## config.mk

```make
export PLATFORM = sky130hd
export DESIGN_NAME = verdict_collector
export DESIGN_NICKNAME = d
export VERILOG_FILES = /design/src/rtl/verdict_collector.sv
export SDC_FILE = /design/constraint.sdc
export NUM_CORES = 2
export LEC_CHECK = 0
export BUFFER_PORTS_ARGS = -buffer_cell sky130_fd_sc_hd__buf_2
export CAP_MARGIN = 5
export CORE_UTILIZATION = 40
export CTS_CLUSTER_SIZE = 40
export DETAILED_ROUTE_END_ITERATION = 10
export GPL_ROUTABILITY_DRIVEN = 0
export PLACE_DENSITY = 0.56
export SYNTH_ARGS = -nofsm -noshare
export SYNTH_HDL_FRONTEND = slang
export SYNTH_SLANG_ARGS = --single-unit
export TNS_END_PERCENT = 5
```

## constraint.sdc

```tcl
create_clock -name clk -period 12.2 [get_ports clk]
set_input_delay 2.44 -clock clk [delete_from_list [all_inputs] [get_ports clk]]
set_output_delay 2.44 -clock clk [all_outputs]
set_load 0.005 [all_outputs]
```

## src/rtl/verdict_collector.sv

```systemverilog
// verdict_collector
//   Collects per-cycle verdicts from the RTLola monitor into a small frame
//   FIFO and serializes them onto a valid/ready word stream.
//   A frame is one header word {ts, mask} followed by the values of the
//   outputs set in mask, lowest index first. The monitor cannot be stalled.
//   If a frame arrives while the FIFO is full and nothing is popped in that
//   cycle, the frame is dropped and counted.
//
// Ports
//   clk       system clock, rising edge
//   rst       asynchronous reset, active low
//   en        global enable; gates capture and the timestamp counter
//   out_val   monitor values, output i at [i*DATA_W +: DATA_W]
//   out_aktv  per-output activity flags
//   m_data    stream word (registered)
//   m_valid   stream word valid (registered)
//   m_ready   sink ready
//   m_last    last word of the current frame (registered)
//   overflow  sticky flag: at least one frame has been dropped
//   drop_cnt  dropped-frame count, saturating at all-ones
//
// Build option
//   VERDICT_COLLECTOR_TIMESTAMP_EN : when defined, builds the timestamp
//   counter and puts it in the header. When undefined, the header ts field
//   is zero.
//
// Serializer states
//   state  | meaning
//   S_IDLE | no frame in flight; loads the FIFO head when one is available
//   S_HDR  | header word presented
//   S_DATA | value words presented, walking rem from its lowest set bit

module verdict_collector #(
    parameter int NUM_OUT = 6,
    parameter int DATA_W  = 64,
    parameter int DEPTH   = 4,
    parameter int CNT_W   = 16
) (
    input  logic                      clk,
    input  logic                      rst,
    input  logic                      en,
    input  logic [NUM_OUT*DATA_W-1:0] out_val,
    input  logic [NUM_OUT-1:0]        out_aktv,
    output logic [DATA_W-1:0]         m_data,
    output logic                      m_valid,
    input  logic                      m_ready,
    output logic                      m_last,
    output logic                      overflow,
    output logic [CNT_W-1:0]          drop_cnt
);

    localparam int TS_W  = DATA_W - NUM_OUT;
    localparam int PTR_W = $clog2(DEPTH);
    localparam int VAL_W = NUM_OUT * DATA_W;

    typedef enum logic [1:0] {
        S_IDLE,
        S_HDR,
        S_DATA
    } state_t;

    // ------------------------------------------------------------------
    // Timestamp
    // ------------------------------------------------------------------
    logic [TS_W-1:0] ts;

`ifdef VERDICT_COLLECTOR_TIMESTAMP_EN
    logic [TS_W-1:0] ts_q, ts_d;

    always_comb begin
        ts_d = ts_q;
        if (en) begin
            ts_d = ts_q + TS_W'(1);
        end
    end

    always_ff @(posedge clk or negedge rst) begin
        if (!rst) begin
            ts_q <= '0;
        end else begin
            ts_q <= ts_d;
        end
    end

    assign ts = ts_q;
`else
    assign ts = '0;
`endif

    // ------------------------------------------------------------------
    // Frame FIFO
    // ------------------------------------------------------------------
    logic [DATA_W-1:0] hdr_mem [DEPTH];
    logic [VAL_W-1:0]  val_mem [DEPTH];

    logic [PTR_W:0]    wr_ptr_q, wr_ptr_d;
    logic [PTR_W:0]    rd_ptr_q, rd_ptr_d;
    logic              empty, full;
    logic              capture, push, pop, drop;
    logic [DATA_W-1:0] head_hdr;
    logic [VAL_W-1:0]  head_val;

    logic              overflow_q, overflow_d;
    logic [CNT_W-1:0]  drop_cnt_q, drop_cnt_d;

    assign empty    = (wr_ptr_q == rd_ptr_q);
    assign full     = (wr_ptr_q[PTR_W] != rd_ptr_q[PTR_W]) &&
                      (wr_ptr_q[PTR_W-1:0] == rd_ptr_q[PTR_W-1:0]);
    assign capture  = en && (|out_aktv);
    // A pop in the same cycle frees the slot being written, so a full FIFO
    // still accepts the frame.
    assign push     = capture && (!full || pop);
    assign drop     = capture && full && !pop;
    assign head_hdr = hdr_mem[rd_ptr_q[PTR_W-1:0]];
    assign head_val = val_mem[rd_ptr_q[PTR_W-1:0]];

    always_comb begin
        wr_ptr_d   = wr_ptr_q;
        rd_ptr_d   = rd_ptr_q;
        overflow_d = overflow_q;
        drop_cnt_d = drop_cnt_q;
        if (push) begin
            wr_ptr_d = wr_ptr_q + (PTR_W+1)'(1);
        end
        if (pop) begin
            rd_ptr_d = rd_ptr_q + (PTR_W+1)'(1);
        end
        if (drop) begin
            overflow_d = 1'b1;
            if (drop_cnt_q != '1) begin
                drop_cnt_d = drop_cnt_q + CNT_W'(1);
            end
        end
    end

    // Frame storage needs no reset: the pointers define what is valid.
    always_ff @(posedge clk) begin
        if (push) begin
            hdr_mem[wr_ptr_q[PTR_W-1:0]] <= {ts, out_aktv};
            val_mem[wr_ptr_q[PTR_W-1:0]] <= out_val;
        end
    end

    // ------------------------------------------------------------------
    // Serializer
    // ------------------------------------------------------------------
    state_t              state_q, state_d;
    logic [NUM_OUT-1:0]  rem_q, rem_d;
    logic [VAL_W-1:0]    shadow_q, shadow_d;
    logic                m_valid_q, m_valid_d;
    logic                m_last_q, m_last_d;
    logic [DATA_W-1:0]   m_data_q, m_data_d;
    logic [NUM_OUT-1:0]  rem_clr;

    function automatic logic [DATA_W-1:0] pick_low(input logic [NUM_OUT-1:0] r,
                                                   input logic [VAL_W-1:0]   v);
        pick_low = '0;
        for (int i = NUM_OUT - 1; i >= 0; i--) begin
            if (r[i]) begin
                pick_low = v[i*DATA_W +: DATA_W];
            end
        end
    endfunction

    function automatic logic is_onehot(input logic [NUM_OUT-1:0] r);
        is_onehot = (r != '0) && ((r & (r - NUM_OUT'(1))) == '0);
    endfunction

    always_comb begin
        state_d   = state_q;
        rem_d     = rem_q;
        shadow_d  = shadow_q;
        m_valid_d = m_valid_q;
        m_last_d  = m_last_q;
        m_data_d  = m_data_q;
        pop       = 1'b0;
        rem_clr   = rem_q & (rem_q - NUM_OUT'(1));

        case (state_q)
            S_IDLE: begin
                if (!empty) begin
                    pop       = 1'b1;
                    shadow_d  = head_val;
                    rem_d     = head_hdr[NUM_OUT-1:0];
                    m_valid_d = 1'b1;
                    m_data_d  = head_hdr;
                    m_last_d  = 1'b0;
                    state_d   = S_HDR;
                end
            end
            S_HDR: begin
                if (m_ready) begin
                    m_data_d = pick_low(rem_q, shadow_q);
                    m_last_d = is_onehot(rem_q);
                    state_d  = S_DATA;
                end
            end
            S_DATA: begin
                if (m_ready) begin
                    if (rem_clr == '0) begin
                        // Chain straight into the next header when one is waiting.
                        if (!empty) begin
                            pop       = 1'b1;
                            shadow_d  = head_val;
                            rem_d     = head_hdr[NUM_OUT-1:0];
                            m_valid_d = 1'b1;
                            m_data_d  = head_hdr;
                            m_last_d  = 1'b0;
                            state_d   = S_HDR;
                        end else begin
                            rem_d     = '0;
                            m_valid_d = 1'b0;
                            m_last_d  = 1'b0;
                            state_d   = S_IDLE;
                        end
                    end else begin
                        rem_d    = rem_clr;
                        m_data_d = pick_low(rem_clr, shadow_q);
                        m_last_d = is_onehot(rem_clr);
                    end
                end
            end
            default: begin
                m_valid_d = 1'b0;
                m_last_d  = 1'b0;
                state_d   = S_IDLE;
            end
        endcase
    end

    always_ff @(posedge clk or negedge rst) begin
        if (!rst) begin
            wr_ptr_q   <= '0;
            rd_ptr_q   <= '0;
            overflow_q <= 1'b0;
            drop_cnt_q <= '0;
            state_q    <= S_IDLE;
            rem_q      <= '0;
            shadow_q   <= '0;
            m_valid_q  <= 1'b0;
            m_last_q   <= 1'b0;
            m_data_q   <= '0;
        end else begin
            wr_ptr_q   <= wr_ptr_d;
            rd_ptr_q   <= rd_ptr_d;
            overflow_q <= overflow_d;
            drop_cnt_q <= drop_cnt_d;
            state_q    <= state_d;
            rem_q      <= rem_d;
            shadow_q   <= shadow_d;
            m_valid_q  <= m_valid_d;
            m_last_q   <= m_last_d;
            m_data_q   <= m_data_d;
        end
    end

    assign m_valid  = m_valid_q;
    assign m_last   = m_last_q;
    assign m_data   = m_data_q;
    assign overflow = overflow_q;
    assign drop_cnt = drop_cnt_q;

endmodule

```

==> reports/metrics.yaml <==
drt:
  firstDrtPassIters: 6
  ant_nets: 0
  vias: 44000
  wl_mm: 231
  wire_per_inst_microns: 29.8
  drt-initial-drc-count: 3696
  drc_errors: 0
  via_per_inst: 5.66
sta:
  setup_viol: 0
  fin_skew_ns: 0.0336
  rsz0062_at_grt: "no"
  finalCriticalPeriod_ns: 5.97
  fin_ws_ns: 6.23
  slew_headroom: 0.222
  setup_tns_ns: 0
  fmax_mhz: 167
  finalHoldViolations: 0
  slew_violations: 0
  fin_crit_sh: 0.490
  worstMarginPinSlew_ns: 1.16
worst_setup_path:
  critPathCaptureType: "flop"
  crit_path_start_kind: "input pin"
  cp_max_fo: 119
  required_ns: 12.66
  arrival_ns: 6.43
  worst-setup-path-type: "input pin to flop"
global_routing:
  grt_pass1_wl_mm: 331
  grt_usage: 0.222
  overflow: 0
  grt_pass1_vias: 44400
  antenna_found_initial: 166
  grt_max_degree: 154
outcome:
  status: "finished, final reports clean"
synth:
  synth-edff-count: 1560
  async_reset_ff_frac: 0.236
  yosysWarnings: 0
  synthTopCellsByArea: "edfxtp_1 57%, dfrtp_1 15%, mux4_2 11%"
  syn_inst: 4387
  synth_area_sq_um: 82300
  ys_seq_area_frac: 0.715
  synth_seq_cells: 2041
  synth_nets: 4791
  synth_top_area_cell: "edfxtp_1"
  ys_types: 66
  yosysTopAreaCellShare: 0.569
  synth_area_per_cell_sq_um: 18.8
  synth-main-ff-cell: "edfxtp_1"
cts:
  clk_latency_ns: 0.85
  numCtsBuffers: 211
  cts_num_sinks: 2041
  post_cts_buffers: 0
  cts_hold_buf: 0
  path_clk_slew_ns: 0.06
  cts_tree: "done"
  root_buffer: "clkbuf_16"
  cts_htree_levels: 4
  clockBufferDepth: 3
  post_cts_resized: 0
placed_design:
  pre_cts_ws_ns: 5.34
  placedCellCount: 7329
  dp_hpwl_mm: 146
  portBuffers: 476
  dpl-instance-area_sq_um: 87200
power_and_ir_drop:
  clkPwrFrac: 0.241
  switching_share: 0.338
  internal_power_mw: 17.7
  sequentialPowerShare: 0.397
  power_switching_mw: 9.03
  power.leakage_nw: 33.3
  powerDensity_nw_per_um2: 283
  ir_drop_uv: 367
  combPwrFrac: 0.362
cells_and_area:
  final_cell_mix: "1560 x edfxtp_1, 475 x buf_2, 473 x dfrtp_1"
  layout_commonest_cell: "edfxtp_1"
  area_growth_syn_to_layout_pct: 14.5
  drive_gt1_frac: 0.326
  fin_area_sq_um: 94200
  fin_cells: 7772
  fin_nets: 5258
  fillCellCount: 17400
job:
  maxCapViolCount: 0
floorplanning:
  rows: 166
  die_h_microns: 456
  start_util: 0.402
  die-area_sq_um: 208000
  design.core.area_sq_um: 205000
  chipWidth_microns: 456
  ioPinCount: 477
min_path:
  hold_path_class: "flop to flop"
## cells by family after synthesis
family / share of synthesized area
buffers and inverters: 0.0219
adder cells (fa/ha/maj): 0.00176
multiplexers: 0.179
flip-flops: 0.715
XOR/XNOR: 0.00255
AND/OR/NAND/NOR: 0.0265
AO/OA/AOI/OAI: 0.0530
## power by group through the flow
stage | clock network [mW] | registers (mW) | logic (mW)
CTS | 6.56 | 10.6 | 9.81
global placement | 0 | 10.7 | 9.66
floorplan | 0 | 10.7 | 7.45
global route | 6.82 | 10.8 | 10.3
finish | 6.42 | 10.6 | 9.66
detailed placement | 0 | 10.7 | 9.78
## routing by layer
layer,wire [microns],up-vias,global-route usage
met4,8820,64,0.0804
met3,15700,580,0.0528
met1,89300,23100,0.275
li1,-,18600,-
met5,400,-,0
met2,117000,1653,0.378
## cell usage after synthesis, types with 11 or more instances
cell type,instances
nand2_1,269
mux2_1,27
nand3b_1,47
o22ai_1,45
o211ai_1,60
mux2i_1,42
xor2_1,12
o221ai_1,65
buf_2,23
a21oi_1,206
inv_1,23
buf_1,24
nor2_1,81
a22oi_1,53
a221oi_1,23
mux2_4,300
clkbuf_1,199
mux4_2,390
xnor2_1,12
edfxtp_1,1560
nand3_1,28
o21ai_0,181
mux2_2,63
dfrtp_1,481
o31ai_1,11
buf_12,33
## flip-flops by register name (all words and copies together) (netlist names)
signal and flops:
overflow 1, hdr_mem 24, val_mem 1536, state_q 2, drop_cnt 16, shadow_q 384
m_last 1, rd_ptr_q 3, wr_ptr_q 3, m_data 64, rem_q 6, m_valid 1
## final cells by class
type / count / area, sq um / area share
clock buffer: 302 / 5900 / 0.0626
antenna: 42 / 105 / 0.00112
tap: 2688 / 3360 / 0.0357
inverter: 24 / 92.6 / 0.000983
multi-input combinational: 2032 / 21700 / 0.231
sequential: 2041 / 58900 / 0.625
clock inverter: 99 / 1030 / 0.0109
timing repair buffer: 544 / 3090 / 0.0328
## critical path, stage by stage
cell,delay (ns)
buf_2,0.17
and2_1,0.59
o21ai_0,0.43
a21oi_1,0.53
and2_4,0.59
buf_12,0.57
buf_4,0.87
## metrics by stage
step                       util  power (mW)  hold slack [ns]
after floorplan               -        18.1            0.458
after global placement    0.426        20.3            0.472
after detailed placement  0.426        20.5            0.473
after CTS                 0.460        27.0            0.489
after global routing      0.460        27.9            0.494
final                     0.461        26.7            0.486
## path summary, 6_finish.rpt
check | endpoint | depth (start not counted) | from | slack (ns)
worst max-delay path | val_mem[0][306]$_DFFE_PP_ | 7 | m_ready | 6.23
worst min-delay path | drop_cnt[5]$_DFFE_PN0P_ | 1 | drop_cnt[5]$_DFFE_PN0P_ | 0.49
worst max register to register | shadow_q[24]$_DFFE_PN0P_ | 9 | rem_q[2]$_DFFE_PN0P_ | 6.62
worst min register to register | drop_cnt[5]$_DFFE_PN0P_ | 1 | drop_cnt[5]$_DFFE_PN0P_ | 0.49
max in group asynchronous | shadow_q[169]$_DFFE_PN0P_ | 3 | rst | 8.46
min in group asynchronous | drop_cnt[0]$_DFFE_PN0P_ | 1 | rst | 1.54
No activity file was read; power rests on OpenSTA's default activity.
